[src/rtl/fp_pkg.sv]
// Shared definitions for the floating-point ALU blocks (fp_mul, fp_div_seq).
// Rounding-mode encodings, IEEE single-precision constants, the divider FSM
// state type, operand classes and the exception-flag bundle.
package fp_pkg;

  localparam logic [2:0] RM_RNE = 3'b000;
  localparam logic [2:0] RM_RTZ = 3'b001;
  localparam logic [2:0] RM_RDN = 3'b010;
  localparam logic [2:0] RM_RUP = 3'b011;
  localparam logic [2:0] RM_RMM = 3'b100;

  localparam int          BIAS    = 127;
  localparam logic [7:0]  EXP_MAX = 8'hFF;
  localparam logic [31:0] QNAN    = 32'h7FC0_0000;

  typedef enum logic [2:0] {IDLE, SPECIAL, CALC, ROUND, DONE} div_state_t;

  // Subnormals classify as zero (flush-to-zero).
  typedef enum logic [1:0] {CL_ZERO, CL_NORM, CL_INF, CL_NAN} fp_cls_t;

  typedef struct packed {
    logic ovrf;
    logic udrf;
    logic zer;
    logic inf;
    logic nan;
    logic dvz;
  } fp_flags_t;

endpackage

[src/rtl/fp_round_pack.sv]
// Combinational rounder/packer shared by the FP ALU datapaths.
// Inputs : sign, biased signed exponent e, fraction mant (hidden bit dropped),
//          guard g, sticky s, rounding mode r_mode.
// Outputs: packed result fp_Z, exponent overflow ovrf, underflow udrf.
// Overflow saturates to signed inf; underflow flushes to signed zero.
module fp_round_pack
  import fp_pkg::*;
#(
  parameter int EXP_W = 8,
  parameter int FRC_W = 23
) (
  input  logic                     sign,
  input  logic signed [EXP_W+1:0]  e,
  input  logic [FRC_W-1:0]         mant,
  input  logic                     g,
  input  logic                     s,
  input  logic [2:0]               r_mode,
  output logic [EXP_W+FRC_W:0]     fp_Z,
  output logic                     ovrf,
  output logic                     udrf
);

  localparam logic signed [EXP_W+1:0] E_TOP = (EXP_W+2)'((1 << EXP_W) - 1);

  logic                    inx, inc, cy;
  logic [FRC_W-1:0]        mant_r;
  logic signed [EXP_W+1:0] e_r;

  always_comb begin
    inx = g | s;
    case (r_mode)
      RM_RTZ:  inc = 1'b0;
      RM_RDN:  inc = inx & sign;
      RM_RUP:  inc = inx & ~sign;
      RM_RMM:  inc = g;
      default: inc = g & (s | mant[0]);
    endcase

    // A carry out of the fraction means the significand became 2.0.
    {cy, mant_r} = {1'b0, mant} + (FRC_W+1)'(inc);
    e_r = e + $signed({{(EXP_W+1){1'b0}}, cy});

    ovrf = (e_r >= E_TOP);
    udrf = e_r[EXP_W+1] | (e_r == '0);

    fp_Z = {sign, e_r[EXP_W-1:0], mant_r};
    if (ovrf)      fp_Z = {sign, {EXP_W{1'b1}}, {FRC_W{1'b0}}};
    else if (udrf) fp_Z = {sign, {(EXP_W+FRC_W){1'b0}}};
  end

endmodule

[src/rtl/fp_div_seq.sv]
// Sequential single-precision divider, fp_Z = fp_X / fp_Y.
// Radix-2 restoring loop, one quotient bit per cycle, behind start/done.
// Ports: clk, rst (sync, active high); start, fp_X, fp_Y, r_mode sampled on
// accept (busy=0); busy while in flight; done pulses one cycle; fp_Z and the
// flags ovrf/udrf/zer/inf/nan/dvz are held until the next done.
// Latency from the accept cycle: specials +2, normal operands +QBITS+2.
module fp_div_seq
  import fp_pkg::*;
#(
  parameter int EXP_W = 8,
  parameter int FRC_W = 23,
  parameter int QBITS = 27
) (
  input  logic                 clk,
  input  logic                 rst,
  input  logic                 start,
  input  logic [EXP_W+FRC_W:0] fp_X,
  input  logic [EXP_W+FRC_W:0] fp_Y,
  input  logic [2:0]           r_mode,
  output logic                 busy,
  output logic                 done,
  output logic [EXP_W+FRC_W:0] fp_Z,
  output logic                 ovrf,
  output logic                 udrf,
  output logic                 zer,
  output logic                 inf,
  output logic                 nan,
  output logic                 dvz
);

  localparam int W  = EXP_W + FRC_W + 1;
  localparam int MW = FRC_W + 1;
  localparam int CW = $clog2(QBITS);
  localparam logic signed [EXP_W+1:0] BIAS_S = (EXP_W+2)'(BIAS);

  function automatic fp_cls_t cls(input logic [W-1:0] v);
    if (v[W-2 -: EXP_W] == '0)      return CL_ZERO;
    if (&v[W-2 -: EXP_W])           return (v[FRC_W-1:0] == '0) ? CL_INF : CL_NAN;
    return CL_NORM;
  endfunction

  div_state_t       state, state_n;
  logic [W-1:0]     x_q, y_q;
  logic [2:0]       rm_q;
  logic [MW:0]      rem;
  logic [QBITS-1:0] q;
  logic [CW-1:0]    cnt;
  logic [W-1:0]     z_q;
  fp_flags_t        flg_q;

  // ---------------- FSM ----------------
  always_ff @(posedge clk) begin
    if (rst) state <= IDLE;
    else     state <= state_n;
  end

  always_comb begin
    state_n = state;
    case (state)
      IDLE:    if (start) state_n = (cls(fp_X) == CL_NORM && cls(fp_Y) == CL_NORM)
                                    ? CALC : SPECIAL;
      SPECIAL: state_n = DONE;
      CALC:    if (cnt == CW'(QBITS-1)) state_n = ROUND;
      ROUND:   state_n = DONE;
      DONE:    state_n = IDLE;
      default: state_n = IDLE;
    endcase
  end

  assign busy = (state != IDLE);
  assign done = (state == DONE);

  // ---------------- special-case result ----------------
  fp_cls_t    cx, cy;
  logic       sz;
  logic [W-1:0] spec_z;
  fp_flags_t  spec_f;

  always_comb begin
    cx     = cls(x_q);
    cy     = cls(y_q);
    sz     = x_q[W-1] ^ y_q[W-1];
    spec_f = '0;
    if (cx == CL_NAN || cy == CL_NAN || (cx == CL_INF && cy == CL_INF) ||
        (cx == CL_ZERO && cy == CL_ZERO)) begin
      spec_z     = QNAN;
      spec_f.nan = 1'b1;
    end else if (cx == CL_NORM && cy == CL_ZERO) begin
      spec_z     = {sz, {EXP_W{1'b1}}, {FRC_W{1'b0}}};
      spec_f.inf = 1'b1;
      spec_f.dvz = 1'b1;
    end else if (cx == CL_INF) begin
      spec_z     = {sz, {EXP_W{1'b1}}, {FRC_W{1'b0}}};
      spec_f.inf = 1'b1;
    end else begin
      spec_z     = {sz, {(W-1){1'b0}}};
      spec_f.zer = 1'b1;
    end
  end

  // ---------------- quotient step ----------------
  logic [MW:0] my, rem_nxt;
  logic        qbit;

  assign my      = {2'b01, y_q[FRC_W-1:0]};
  assign qbit    = (rem >= my);
  assign rem_nxt = qbit ? (rem - my) : rem;

  // ---------------- normalise + round ----------------
  logic                    top;
  logic signed [EXP_W+1:0] e_n;
  logic [FRC_W-1:0]        mant_n;
  logic                    g_n, s_n;
  logic [W-1:0]            rp_z;
  logic                    rp_ov, rp_ud;

  always_comb begin
    top = q[QBITS-1];
    e_n = $signed({2'b00, x_q[W-2 -: EXP_W]}) - $signed({2'b00, y_q[W-2 -: EXP_W]})
        + (top ? BIAS_S : BIAS_S - 1);
    if (top) begin
      mant_n = q[QBITS-2 -: FRC_W];
      g_n    = q[2];
      s_n    = (|q[1:0]) | (|rem);
    end else begin
      mant_n = q[QBITS-3 -: FRC_W];
      g_n    = q[1];
      s_n    = q[0] | (|rem);
    end
  end

  fp_round_pack #(.EXP_W(EXP_W), .FRC_W(FRC_W)) u_rp (
    .sign  (sz),
    .e     (e_n),
    .mant  (mant_n),
    .g     (g_n),
    .s     (s_n),
    .r_mode(rm_q),
    .fp_Z  (rp_z),
    .ovrf  (rp_ov),
    .udrf  (rp_ud)
  );

  // ---------------- datapath registers ----------------
  always_ff @(posedge clk) begin
    if (rst) begin
      x_q   <= '0;
      y_q   <= '0;
      rm_q  <= '0;
      rem   <= '0;
      q     <= '0;
      cnt   <= '0;
      z_q   <= '0;
      flg_q <= '0;
    end else begin
      case (state)
        IDLE: if (start) begin
          x_q  <= fp_X;
          y_q  <= fp_Y;
          rm_q <= r_mode;
          rem  <= {2'b01, fp_X[FRC_W-1:0]};
          q    <= '0;
          cnt  <= '0;
        end
        CALC: begin
          // rem_nxt < mY < 2^MW, so the shift never loses a bit.
          rem <= {rem_nxt[MW-1:0], 1'b0};
          q   <= {q[QBITS-2:0], qbit};
          cnt <= cnt + 1'b1;
        end
        SPECIAL: begin
          z_q   <= spec_z;
          flg_q <= spec_f;
        end
        ROUND: begin
          z_q   <= rp_z;
          flg_q <= '{ovrf: rp_ov, udrf: rp_ud, zer: rp_ud, inf: rp_ov,
                     nan: 1'b0, dvz: 1'b0};
        end
        default: ;
      endcase
    end
  end

  assign fp_Z = z_q;
  assign ovrf = flg_q.ovrf;
  assign udrf = flg_q.udrf;
  assign zer  = flg_q.zer;
  assign inf  = flg_q.inf;
  assign nan  = flg_q.nan;
  assign dvz  = flg_q.dvz;

endmodule

[config.mk]
export PLATFORM = sky130hd
export DESIGN_NAME = fp_div_seq
export DESIGN_NICKNAME = d
export VERILOG_FILES = /design/src/rtl/fp_pkg.sv /design/src/rtl/fp_round_pack.sv /design/src/rtl/fp_div_seq.sv
export SDC_FILE = /design/constraint.sdc
export NUM_CORES = 1
export LEC_CHECK = 0
export CORE_MARGIN = 3
export CORE_UTILIZATION = 55
export DETAILED_ROUTE_END_ITERATION = 7
export PLACE_DENSITY = 0.79
export SLEW_MARGIN = 5
export SYNTH_ARGS = -nofsm -noshare
export SYNTH_HDL_FRONTEND = slang
export SYNTH_SLANG_ARGS = --single-unit
[constraint.sdc]
create_clock -name clk -period 6.7 [get_ports clk]
set_clock_uncertainty 0.2 [all_clocks]
set_input_delay 1.005 -clock clk [delete_from_list [all_inputs] [get_ports clk]]
set_output_delay 1.005 -clock clk [all_outputs]
set_load 0.02 [all_outputs]
Yosys cells after proc, flatten, opt, wreduce, memory -nomap -nowiden --
Cells that the tools add are included.
Word-level totals: output and inout port bits 40, logic and storage cells 157, register bits after elaboration 165, bits of input ports 70
Operators by class: equal/unequal tests 18, reductions and logical operators 32, add/subtract/negate cells 6, bitwise logic cells 10, order comparisons 2, multiplexer cells 75
Operators by type and width (count):
- $mux W31 | 4
- $logic_not A23 Y1 | 4
- $pmux W32 S2 | 1
- $pmux W27 S2 | 1
- $pmux W25 S2 | 1
- $mux W2 | 22
- $mux W1 | 34
- $logic_not A8 Y1 | 4
- $mux W32 | 1
- $reduce_and A8 Y1 | 4
- $mux W27 | 1
- $ge A25 B24 Y1 | 1
- $mux W25 | 1
- $reduce_or A25 Y1 | 1
- $add A23 B1 Y24 | 1
- $mux W24 | 1
- $sub A24 B24 Y24 | 1
- $mux W23 | 1
- $eq A3 B2 Y1 const B | 4
- $pmux W6 S2 | 1
- $add A10 B2 Y10 | 1
- $add A9 B8 Y10 | 1
- $ge A10 B9 Y1 const B | 1
- $logic_not A10 Y1 | 1
- 25 further kinds | 50

Longest topological paths before layout --
depth after elaboration 16, mapped depth 26

Modules after synthesis --
From an unflattened synthesis, not the netlist that was laid out.
Unflattened totals: cells, all modules 1313, area, all modules 9944.5 um2
Modules (own cells, without submodules):
- fp_div_seq | instances 1, cells an instance 1146, area an instance 8789.7 um2
- fp_round_pack | instances 1, cells an instance 167, area an instance 1154.9 um2

Worst setup path before layout --
No wires, ideal clock.
path kind register -> register, from reg q[26], to reg z_q[1], in the netlist fp_Z[1], arrival time 5.529 ns, required time 6.383 ns, cell stages (with the launch flop) 26, path slack 0.854 ns, path through dfxtp_1 > clkbuf_1 > clkbuf_1 > clkbuf_1 > buf_1 > mux2_2 > a32o_1 > o31a_1 > ha_1 > nand3_1 > nor4b_1 > and4_1 > and3_1 > nand2_1 > nor2_1 > fa_1 > inv_1 > ha_1 > xnor2_1 > nor3b_1 > o21ai_0 > a21o_1 > o2111a_1 > or2_4 > buf_6 > a32o_1
Between the ends: longest elaborated chain between the ends 11, elaborated cells between the ends (all ways) 19, classes of those cells add/sub (3); order compare (1); mux (8); bitwise (6); reduce/logical (1)
Ends and longest elaborated chain:
- start, declared | line fp_div_seq.sv:46 | logic [QBITS-1:0] q;
- start signal, assigned | line fp_div_seq.sv:168 | q <= {q[QBITS-2:0], qbit};
- parallel branches: the longest is 9 deep, another holds $add A23 B1 Y24
- $mux W31 * | line fp_round_pack.sv:47 | if (ovrf) fp_Z = {sign, {EXP_W{1'b1}}, {FRC_W{1'b0}}};
- $pmux W32 S2 * | line fp_div_seq.sv:156 | case (state)
- end signal, assigned | line fp_div_seq.sv:172 | z_q <= spec_z;
- end signal, assigned | line fp_div_seq.sv:176 | z_q <= rp_z;
- end, declared | line fp_div_seq.sv:48 | logic [W-1:0] z_q;
Every way passes the cells marked *. A chain may end at the register's enable or synchronous reset.

Worst setup path in the final report --
from reg q[26], to reg z_q[29], in the netlist fp_Z[29]
Between the ends: longest elaborated chain between the ends 11, elaborated cells between the ends (all ways) 19, classes of those cells add/sub (3); order compare (1); mux (8); bitwise (6); reduce/logical (1)
Ends and longest elaborated chain:
- $mux W1 / $mux W23 (equally long branches) | line fp_div_seq.sv:121 | if (top) begin
- $or A1 B1 Y1, on equally long branches | line fp_round_pack.sv:36, fp_round_pack.sv:30
- $and A1 B1 Y1, on equally long branches | line fp_round_pack.sv:36, fp_round_pack.sv:33, fp_round_pack.sv:34
- $pmux W1 S4 | line fp_round_pack.sv:31 | case (r_mode)
- $add A23 B1 Y24 | line fp_round_pack.sv:40 | {cy, mant_r} = {1'b0, mant} + (FRC_W+1)'(inc);
- $add A10 B2 Y10 * | line fp_round_pack.sv:41 | e_r = e + $signed({{(EXP_W+1){1'b0}}, cy});
- parallel branches: the longest is 3 deep, another holds $ge A10 B9 Y1
- $mux W31 * | line fp_round_pack.sv:47
- $pmux W32 S2 * | line fp_div_seq.sv:156
Marks and branches as above.

==> summary.txt <==
Run status
  – Status: finished, final reports clean

Drt
  – Vias/cell: 6.009
  – WL met2: 11.79 mm
  – Routed wire length: 24.69 mm
  – Top Metal Used: met4
  – Met3 Wirelength: 1.312 mm
  – Via count: 9097
  – Post-route DRC: 0
  – DR iter-0 viols: 779
  – Antenna viol nets, final: 0
  – Routed WL per cell: 16.31 um
  – 1st-pass router iterations: 5
  – Met1 wire length: 11.18 mm

Layout
  – Area of the multi-input gates: 5658 um2
  – Layout Utilization: 66.95%
  – Share of cells above drive strength 1: 5.023%
  – Area delta synth->final: 18.64%
  – Fillers: 1480
  – N_diodes: 0
  – Non-filler cells, final: 1514
  – Final-stage net count: 1390
  – Sequential cell area: 3304 um2

Worst setup path
  – Crit-path max FO: 23
  – Reg-to-reg startpoint: q[26]$_SDFFE_PP0P_
  – Register-to-Register Path Depth: 23
  – Delay-heaviest family, CP: simple AND/OR/NAND/NOR gates
  – Critical path class: reg -> reg
  – Worst R2R End: fp_Z[29]$_SDFFE_PP0P_
  – Critical Path Source Type: flip-flop
  – Crit path cell chain: buf_4 > mux2_2 > or3_1 > maj3_1 > a32o_1 > o31a_1 > ha_1 > nand3_1 > nor4b_1 > and4_1 > and3_1 > nand2_1 > nor2_1 > fa_1 > inv_1 > ha_1 > xnor2_1 > nor3b_1 > o21ai_0 > a2111oi_0 > a211oi_1 > o21ai_0 > a211oi_1
  – CP peak stage delay: 0.71 ns
  – Critical-path cell with the highest stage delay: nor4b_1
  – Req. time, crit path: 6.84 ns
  – Buffers & Inverters on Critical Path: 2
  – Reg2reg setup slack: 0.89 ns
  – CP Capture Type: flip-flop
  – Data arrival time of the critical path: 5.96 ns

Synthesis
  – EDFF count, synth: 0
  – Synth cell types: 74
  – Commonest cells in the netlist: nand2_1 (223), dfxtp_1 (165), a21oi_1 (162)
  – Complex-gate fraction of the synthesized area: 23.56%
  – Top cell type's share of synthesized area: 35.05%
  – Synth Flop Type: dfxtp_1
  – Cells after Synth: 1217
  – Most frequent cell after synthesis: nand2_1
  – Xor and xnor fraction of the mapped netlist area: 3.067%
  – Register area share after synthesis: 35.05%
  – Yosys warning total: 0
  – Adder-cell share of the synthesized area: 5.522%
  – Mux contribution to synthesized area: 3.783%
  – Synth Area in Simple Gates: 23.91%
  – Cell area after synthesis: 9425 um2
  – Synthesized Nets: 1326
  – Syn avg cell area: 7.745 um2
  – Asr flop ratio synth: 0%
  – Largest area contributor in the netlist: dfxtp_1
  – Yosys reg bits: 165
  – Top post-synthesis cells by area: dfxtp_1 (35%), nand2_1 (8.9%), a21oi_1 (8.6%), ha_1 (4.8%), mux2i_1 (3.2%)
  – Largest family of logic cells by synthesized area: simple AND/OR/NAND/NOR gates

Job
  – Max_cap viols: 0

Timing
  – Min Clock Period, post-route: 5.814 ns
  – Worst-Margin Slew: 1.110 ns
  – Hold violation count in the final report: 0
  – Slew headroom: 25.20%
  – Finish-stage setup viols: 0
  – Tcrit/Tclk final: 86.77%
  – Setup TNS: 0 ns
  – Unrepaired setup endpoints after global routing: false
  – Final hold slack: 0.2555 ns
  – Peak Freq: 0.1720 GHz
  – Slew Viols, Final: 0

Clock tree
  – Clk buf depth: 2
  – PostCTS Resize Cnt: 0
  – Clk slew on worst S/H paths: 0.06 ns
  – TritonCTS clock tree: done
  – Number of setup buffers added after CTS: 0
  – CTS Root Cell: clkbuf_16
  – H-tree depth: 4
  – TritonCTS Buffers: 17
  – Clock tree sinks: 165
  – Post-CTS Hold Fix Bufs: 0
  – Worst skew pair latency: 0.43 ns

Global routing
  – GR Overflow Total: 0
  – Global-route wire length before repair: 40.16 mm
  – Vias in the first global route: 8358
  – Initial antenna violation count: 0
  – Gr usage total: 26.31%
  – Pin count of the biggest net entering global routing: 97

Worst hold path
  – Hold Path Class: reg -> reg
  – Hold path startpoint: x_q[19]$_SDFFE_PP0P_
  – Hold EP: x_q[19]$_SDFFE_PP0P_
  – Hold Path Stages: 2

Die
  – Die width: 136.9 um
  – Row cnt: 47
  – DIE HEIGHT: 136.9 um
  – Die area: 18740 um2
  – I/O pin count: 110
  – Core box area: 16700 um2
  – Starting density of the core: 56.44%

Place
  – Placed Cells: 1482
  – IO Port Bufs: 109
  – Post-DP HPWL: 17.45 mm
  – Routability cong.: 0.9030

Power and ir drop
  – Leakage: 3.974 nW
  – Peak supply drop: 0.0002060 V
  – Pwr dens: 243.8 nW/um2
==> layout by cell type (no fill, tap or decap), types with 8 or more instances in the layout <==
master / n
a221oi_1: 11
ha_1: 36
nor3_1: 21
a21o_1: 12
nand3_1: 44
clkbuf_16: 17
o21ai_0: 23
a21boi_0: 8
clkdlybuf4s50_1: 108
nor2_1: 66
a211oi_1: 22
a32o_1: 22
nand2_1: 222
nand2b_1: 11
buf_4: 11
nor4_1: 27
a31oi_1: 10
nor2b_1: 19
inv_1: 48
xor2_1: 15
a21oi_1: 162
mux2i_1: 30
xnor2_1: 18
nand4_1: 19
dfxtp_1: 164
==> routing by layer <==
layer | GRT usage (%) | vias to the layer above
li1 | - | 4530
met1 | 35.24 | 4243
met2 | 43.78 | 285
met3 | 4.816 | 39
met4 | 7.095 | 0
met5 | 0 | -
==> kinds of logic after synthesis <==
family                   after synthesis
AO/OA/AOI/OAI                        341
XOR/XNOR                              33
adder cells (fa/ha/maj)               40
buffers and inverters                123
flip-flops                           165
multiplexers                          35
AND/OR/NAND/NOR                      480
==> state kept, by name (all words and copies together) (netlist names) <==
register	cells
fp_Z	32
x_q	32
y_q	32
q	27
rem	25
cnt	5
rm_q	3
state	3
dvz	1
inf	1
nan	1
ovrf	1
udrf	1
zer	1
==> worst register-to-register path, stage by stage, from the launching register on <==
cell	delay (ns)
dfxtp_2	0.36
buf_4	0.29
mux2_2	0.23
or3_1	0.10
maj3_1	0.15
a32o_1	0.12
o31a_1	0.14
ha_1	0.19
nand3_1	0.12
nor4b_1	0.71
and4_1	0.37
and3_1	0.25
nand2_1	0.10
nor2_1	0.15
fa_1	0.18
inv_1	0.05
ha_1	0.21
xnor2_1	0.31
nor3b_1	0.10
o21ai_0	0.11
a2111oi_0	0.14
a211oi_1	0.69
o21ai_0	0.22
a211oi_1	0.23
==> where the power goes <==
part | internal (W) | switching (W) | leakage [nW]
sequential | 0.00102 | 0.0000399 | 1.35
combinational | 0.000280 | 0.000404 | 2.34
clock | 0.000559 | 0.000422 | 0.285
total | 0.00186 | 0.000866 | 3.97
==> final cells by class <==
class / count / area share, %
inverters: 49 / 1.645
flip-flops and latches: 165 / 29.55
clock buffers: 21 / 4.297
multi-input cells: 929 / 50.60
clock inverters: 11 / 1.041
well taps: 220 / 2.462
repair buffers: 119 / 10.41
==> per-stage QoR <==
stage	cell area, um2	worst slack [ns]	total power, W
after floorplan	9425	0.8536	0.001588
after global placement	10590	1.158	0.001749
after detailed placement	10590	0.9126	0.001754
after CTS	11180	0.8982	0.002726
after global routing	11180	0.3983	0.002849
final	11180	0.8861	0.002727
==> worst max-delay path by stage <==
stage	slack (ns)	start	end	depth (start not counted)
finish	0.89	q[26]$_SDFFE_PP0P_	fp_Z[29]$_SDFFE_PP0P_	23
floorplan	0.85	q[26]$_SDFFE_PP0P_	fp_Z[1]$_SDFFE_PP0P_	25
CTS	0.90	q[26]$_SDFFE_PP0P_	fp_Z[29]$_SDFFE_PP0P_	23
global route	0.40	q[26]$_SDFFE_PP0P_	fp_Z[29]$_SDFFE_PP0P_	23
global placement	1.16	rem[12]$_SDFFE_PP0P_	fp_Z[1]$_SDFFE_PP0P_	23
detailed placement	0.91	q[26]$_SDFFE_PP0P_	fp_Z[29]$_SDFFE_PP0P_	23
Power figures use the tool's default switching activity.
